--- src/rtl/sfp_ctrl.sv ---
// Row-sequencing FSM for a split-core normalizer: accumulate, sync with peer, exchange, divide.
// Define SFP_CTRL_TIMEOUT_EN to abort a stalled peer wait into DONE after TMO_CYC cycles.
module sfp_ctrl #(
  parameter int unsigned LEN_W   = 4,
  parameter int unsigned TMO_CYC = 64
) (
  input  logic             clk,
  input  logic             reset,
  input  logic             start,
  input  logic [LEN_W-1:0] len,
  input  logic             psum_valid,
  output logic             psum_rd,
  output logic             acc,
  output logic             div,
  output logic             fifo_ext_rd,
  input  logic             peer_rdy_in,
  output logic             peer_rdy_out,
  output logic             sfp_wr,
  output logic             busy,
  output logic             done,
  output logic [2:0]       state,
  output logic             timeout
);

  typedef enum logic [2:0] {
    StIdle = 3'd0,
    StAcc  = 3'd1,
    StSync = 3'd2,
    StXchg = 3'd3,
    StDiv  = 3'd4,
    StDone = 3'd5
  } state_e;

  state_e         state_q, state_d;
  logic [LEN_W:0] cnt_q, cnt_d, cnt_inc;
  logic [LEN_W:0] len_q, len_d;
  logic           sfp_wr_q;

`ifdef SFP_CTRL_TIMEOUT_EN
  localparam int unsigned TmoW = $clog2(TMO_CYC + 1);
  localparam logic [TmoW-1:0] TmoLast = TmoW'(TMO_CYC - 1);
  logic [TmoW-1:0] tmo_q, tmo_d;
  logic            timeout_q, timeout_d;
`else
  logic unused_tmo;
  assign unused_tmo = ^TMO_CYC;
`endif

  assign cnt_inc = cnt_q + 1'b1;

  always_comb begin
    state_d      = state_q;
    cnt_d        = cnt_q;
    len_d        = len_q;
    acc          = 1'b0;
    div          = 1'b0;
    psum_rd      = 1'b0;
    fifo_ext_rd  = 1'b0;
    peer_rdy_out = 1'b0;
    done         = 1'b0;
`ifdef SFP_CTRL_TIMEOUT_EN
    tmo_d        = '0;
    timeout_d    = timeout_q;
`endif
    case (state_q)
      StIdle: begin
        if (start) begin
          // len of zero encodes a full 2**LEN_W-row job
          len_d   = (len == '0) ? {1'b1, {LEN_W{1'b0}}} : {1'b0, len};
          cnt_d   = '0;
          state_d = StAcc;
`ifdef SFP_CTRL_TIMEOUT_EN
          timeout_d = 1'b0;
`endif
        end
      end
      StAcc: begin
        acc     = psum_valid;
        psum_rd = psum_valid;
        if (psum_valid) begin
          cnt_d = cnt_inc;
          if (cnt_inc == len_q) state_d = StSync;
        end
      end
      StSync: begin
        peer_rdy_out = 1'b1;
        if (peer_rdy_in) begin
          cnt_d   = '0;
          state_d = StXchg;
        end
`ifdef SFP_CTRL_TIMEOUT_EN
        else if (tmo_q == TmoLast) begin
          timeout_d = 1'b1;
          state_d   = StDone;
        end else begin
          tmo_d = tmo_q + 1'b1;
        end
`endif
      end
      StXchg: begin
        fifo_ext_rd = 1'b1;
        if (cnt_inc == len_q) begin
          cnt_d   = '0;
          state_d = StDiv;
        end else begin
          cnt_d = cnt_inc;
        end
      end
      StDiv: begin
        div     = psum_valid;
        psum_rd = psum_valid;
        if (psum_valid) begin
          if (cnt_inc == len_q) begin
            cnt_d   = '0;
            state_d = StDone;
          end else begin
            cnt_d = cnt_inc;
          end
        end
      end
      StDone: begin
        done    = 1'b1;
        state_d = StIdle;
      end
      default: state_d = StIdle;
    endcase
  end

  always_ff @(posedge clk) begin
    if (reset) begin
      state_q  <= StIdle;
      cnt_q    <= '0;
      len_q    <= '0;
      sfp_wr_q <= 1'b0;
    end else begin
      state_q  <= state_d;
      cnt_q    <= cnt_d;
      len_q    <= len_d;
      sfp_wr_q <= div;
    end
  end

`ifdef SFP_CTRL_TIMEOUT_EN
  always_ff @(posedge clk) begin
    if (reset) begin
      tmo_q     <= '0;
      timeout_q <= 1'b0;
    end else begin
      tmo_q     <= tmo_d;
      timeout_q <= timeout_d;
    end
  end
  assign timeout = timeout_q;
`else
  assign timeout = 1'b0;
`endif

  assign sfp_wr = sfp_wr_q;
  assign busy   = (state_q != StIdle);
  assign state  = state_q;

endmodule

--- config.mk ---
export PLATFORM = sky130hd
export DESIGN_NAME = sfp_ctrl
export DESIGN_NICKNAME = d
export VERILOG_FILES = /design/src/rtl/sfp_ctrl.sv
export SDC_FILE = /design/constraint.sdc
export NUM_CORES = 1
export LEC_CHECK = 0
export ABC_CLOCK_PERIOD_IN_PS = 3030
export CELL_PAD_IN_SITES_DETAIL_PLACEMENT = 0
export CELL_PAD_IN_SITES_GLOBAL_PLACEMENT = 2
export CORE_MARGIN = 1
export CORE_UTILIZATION = 35
export CTS_CLUSTER_DIAMETER = 50
export DETAILED_ROUTE_END_ITERATION = 8
export DONT_BUFFER_PORTS = 1
export HOLD_SLACK_MARGIN = 0.05
export PLACE_DENSITY = 0.88
export SKIP_CTS_REPAIR_TIMING = 1
export SLEW_MARGIN = 0
export SYNTH_ARGS = -nofsm -noshare
export SYNTH_HDL_FRONTEND = slang
export SYNTH_SLANG_ARGS = --single-unit
--- constraint.sdc ---
create_clock -name clk -period 3.03 [get_ports clk]
set_clock_uncertainty 0.2 [all_clocks]
set_input_delay 0.606 -clock clk [delete_from_list [all_inputs] [get_ports clk]]
set_output_delay 0.606 -clock clk [all_outputs]
set_load 0.02 [all_outputs]
# ---- Yosys cells after proc, flatten, opt, wreduce, memory -nomap -nowiden
# Index checks and enable logic that the tools add are counted.
dict set report totals {
  ram_bits 0
  wordCells 47
  memories 0
  register_bits 14
  latch_bits 0
  romBits 0
}
dict set report op_classes {
  order_cmp 0
  eq_ne 13
  reduce_logical 8
  div 0
  n_shift 0
  n_bitwise 0
  n_mul 0
  n_addsub 1
  n_mux 21
}
# cell count
set op_table {}
lappend op_table {{$mux 5} 6}
lappend op_table {{$pmux 5 s5} 1}
lappend op_table {{$mux 3} 7}
lappend op_table {{$pmux 3 s5} 1}
lappend op_table {{$ne 2x2->1 const B} 7}
lappend op_table {{$reduce_and 7->1} 1}
lappend op_table {{$eq 3x2->1 const B} 2}
lappend op_table {{$eq 3x3->1 const B} 2}
lappend op_table {{$mux 1} 6}
lappend op_table {{$add 5x1->5 const B} 1}
lappend op_table {{$eq 5x5->1} 1}
lappend op_table {{$reduce_and 5->1} 1}
lappend op_table {{$reduce_bool 5->1} 1}
lappend op_table {{$logic_not 4->1} 1}
lappend op_table {{$eq 3x1->1 const B} 1}
lappend op_table {{$logic_not 3->1} 1}
lappend op_table {{$reduce_bool 3->1} 1}
lappend op_table {{$reduce_and 2->1} 1}
lappend op_table {{$reduce_or 2->1} 1}

# ---- Longest topological paths before layout
dict set report logic_depth {
  word_depth 5
  mapped_depth 7
}

# ---- Least setup slack after synthesis
# No wires, ideal clock.
dict set report synth_path {
  kind {register to output}
  start {register state_q[0], in the netlist state[0]}
  end {output port psum_rd}
  setup_slack_ps 678
  stages_incl_launch_ff 5
  path_buffers 1
  required_ps 2224
  arrival_ps 1546
  cell_sequence {dfxtp_1 > buf_2 > nand2b_1 > nor3_1 > or2_2}
}
dict set report synth_via {
  elab_chain_len 3
  elab_cells_between_ends 4
  cone_classes {eq/ne (2); mux (1); reduce/logical (1)}
}
# element line_no
set synth_rtl {}
lappend synth_rtl {{start: declaration} 34} ;# state_e state_q, state_d;
lappend synth_rtl {{start signal: assignment} 131} ;# state_q <= StIdle;
lappend synth_rtl {{start signal: assignment} 136} ;# state_q <= state_d;
lappend synth_rtl {{$eq 3x3->1 or $eq 3x1->1 (tied branches)} 65} ;# case (state_q)
lappend synth_rtl {{$reduce_or 2->1 (no line) *} --}
lappend synth_rtl {{$mux 1 *} 65}
lappend synth_rtl {{end: declaration} 12} ;# output logic psum_rd,
# Mark *: on every way between the ends. The rest lies on a longest branch, timed or not.

# ---- Final worst setup path
dict set report layout_path {
  start {register state_q[0], in the netlist state[0]}
  end {output port done}
}
dict set report layout_via {
  elab_chain_len 2
}
# element line_no
set layout_rtl {}
lappend layout_rtl {{$eq 3x3->1} 65}
lappend layout_rtl {{$mux 1} 65}
lappend layout_rtl {{end: declaration} 20} ;# output logic done,
# No other way between the ends.

==> flow_metrics.tcl <==
set metrics [dict create \
    cts_buffer_depth 2 \
    end_kind "primary output" \
    grt_max_degree 15 \
    rows 18 \
    hold_class "in2reg" \
    worst_pin_slew_ns 0.671 \
    tns_ns 0 \
    fmax_mhz 381 \
    drtIter0Drc 4 \
    yosysUniqueCellTypes 41 \
    final.period_utilization_pct 86.7 \
    vias 794 \
    cts_max_level 1 \
    critPathArrivalTime_ns 1.82 \
    ys_warn_count 0 \
    holdPathStages 1 \
    fin_crit_ns 2.63 \
    avgSynthCellArea_um2 8.22 \
    io_pins 21 \
    ir_drop_mv 0.312 \
    core_um2 2500 \
    dieArea_um2 2860 \
    drive_above_1_share_pct 11.8 \
    ant_nets 0 \
    grt_pass1_wl_mm 3.13 \
    ff2ff_path_depth 6 \
    slew_viol_final 0 \
    critPathMaxFanout 12 \
    grt-ovfl-total 0 \
    p_total_mw 0.695 \
    drtPass1Iterations 3 \
    synthCells 113 \
    grtUsageTotal_pct 15.5 \
    power_density_nw_per_um2 722 \
    synth_ff_type "dfxtp_1" \
    cp.required_ns 2.22 \
    nFillCells 256 \
    fin_util_pct 38.5 \
    grt_pass1_vias 785 \
    cts_buffers 3 \
    yosysTopAreaCellShare_pct 30.2 \
    io_buffers 0 \
    cts_tree "done" \
    synth_area_um2 928 \
    rsz0062_at_grt "false" \
    path_clk_slew_ns 0.09 \
    synthArstFlopShare_pct 0 \
    vias_per_cell 5.67 \
    synth_nets 123 \
    nNetsFinal 121 \
    relSlewSlack_pct 55.2 \
    die_w_um 53.5 \
    clock_sinks 14 \
    synth_edf_count 0 \
    start_util_pct 37.1 \
    synth.most_common_cell "dfxtp_1" \
    crit_type "reg2out" \
    synth-seq-cells 14 \
    clkLatencyLatePin_ns 0.28 \
    drcViolationCount 0 \
    syn2layout_area_growth_pct 3.64 \
    gp_congestion 0.739 \
    synth_commonest_cells "dfxtp_1 (14), nor2_1 (13), mux2i_1 (8), nand2_1 (8), a21oi_1 (7)" \
    p_leak_nw 0.374 \
    antenna_found_initial 0 \
    dp_hpwl_mm 1.51 \
    post_drt_wl_per_cell_um 14.5 \
    yosysSeqAreaShare_pct 30.2 \
    root_buffer "clkbuf_4" \
    drt_wl_total_mm 2.03 \
    max_cap_viol_count 0 \
    yosys-top-cells-area "dfxtp_1 (30%), mux2i_1 (8.6%), o2111ai_1 (5.7%), nor2_1 (5.3%), a21oi_1 (3.8%)" \
    hold_viol_final 0 \
    fp.dieH_um 53.5 \
    outcome "completed" \
    antennaDiodeCount 0 \
    setup_viol 0 \
    start_kind "flip-flop" \
    synth_area_leader_cell "dfxtp_1" \
]
## layout make-up
cell class	count	area, um^2	share of cell area (%)
Multi-Input combinational cell	86	582	60.5
Sequential cell	14	280	29.1
Tap cell	30	37.5	3.90
Clock buffer	4	36.3	3.77
Inverter	5	18.8	1.95
Timing Repair Buffer	1	7.51	0.780
## cells in the final DEF (no fill, tap or decap), types with 2 or more instances in the layout
cell and n:
dfxtp_1 14, nor2_1 13, nand2_1 8, mux2i_1 8, a21oi_1 7, o2111ai_1 6
inv_1 5, o21ai_0 5, xnor2_1 3, clkbuf_4 3, nand2b_1 2, or3_1 2
nor3b_1 2, nand3_1 2, or2_2 2, xor2_1 2, o32a_1 2, a31oi_1 2
## sequential cells by signal, summed over array words and instances (netlist names)
register and flops:
cnt_q 5, len_q 5, sfp_wr 1, state 3
## where the power goes
| part | leakage (nW) | switching [mW] | internal [mW] |
|---|---|---|---|
| Sequential | 0.114 | 0.0517 | 0.207 |
| Combinational | 0.239 | 0.188 | 0.109 |
| Clock | 0.0210 | 0.0659 | 0.0732 |
## per-stage QoR
stage                     cells  area (um^2)  hold WS, ns  setup WS, ns
after floorplan             113          928        0.261         0.678
after global placement      136          926        0.272         0.757
after detailed placement    136          926        0.280         0.709
after CTS                   140          962        0.171         0.380
after global routing        140          962        0.163         0.264
final                       140          962        0.178         0.402
## worst max-delay path, cell delays in order, from the launching register on
cell     delay [ns]
dfxtp_1        0.66
inv_1          0.26
nor3b_1        0.61
## logic make-up (layout without fill, tap and decap cells)
family / after synthesis / after routing / synth area share (%)
other cells: 1 / 1 / 0.404
compound gates: 28 / 28 / 21.4
simple gates: 42 / 42 / 24.4
flops: 14 / 14 / 30.2
xor+xnor: 6 / 6 / 6.47
buf+inv: 13 / 10 / 7.14
mux: 8 / 8 / 8.63
fa+ha+maj: 1 / 1 / 1.35
## path summary, 6_finish.rpt
kind	start	to	slack, ns
hold / removal	reset	cnt_q[1]	0.18
hold reg to reg	cnt_q[1]	cnt_q[1]	0.29
setup / recovery	state[0]	done	0.40
setup reg to reg	cnt_q[0]	cnt_q[4]	0.76
## metal layers
| metal | global-route usage (%) | vias to the layer above | share of wire [%] |
|---|---|---|---|
| li1 | - | 405 | - |
| met1 | 17.6 | 371 | 47 |
| met2 | 27.3 | 14 | 49 |
| met3 | 2.59 | 4 | 2.9 |
| met4 | 7.89 | 0 | 1.0 |
| met5 | 0 | - | 0 |
No activity file was read; power rests on OpenSTA's default activity.
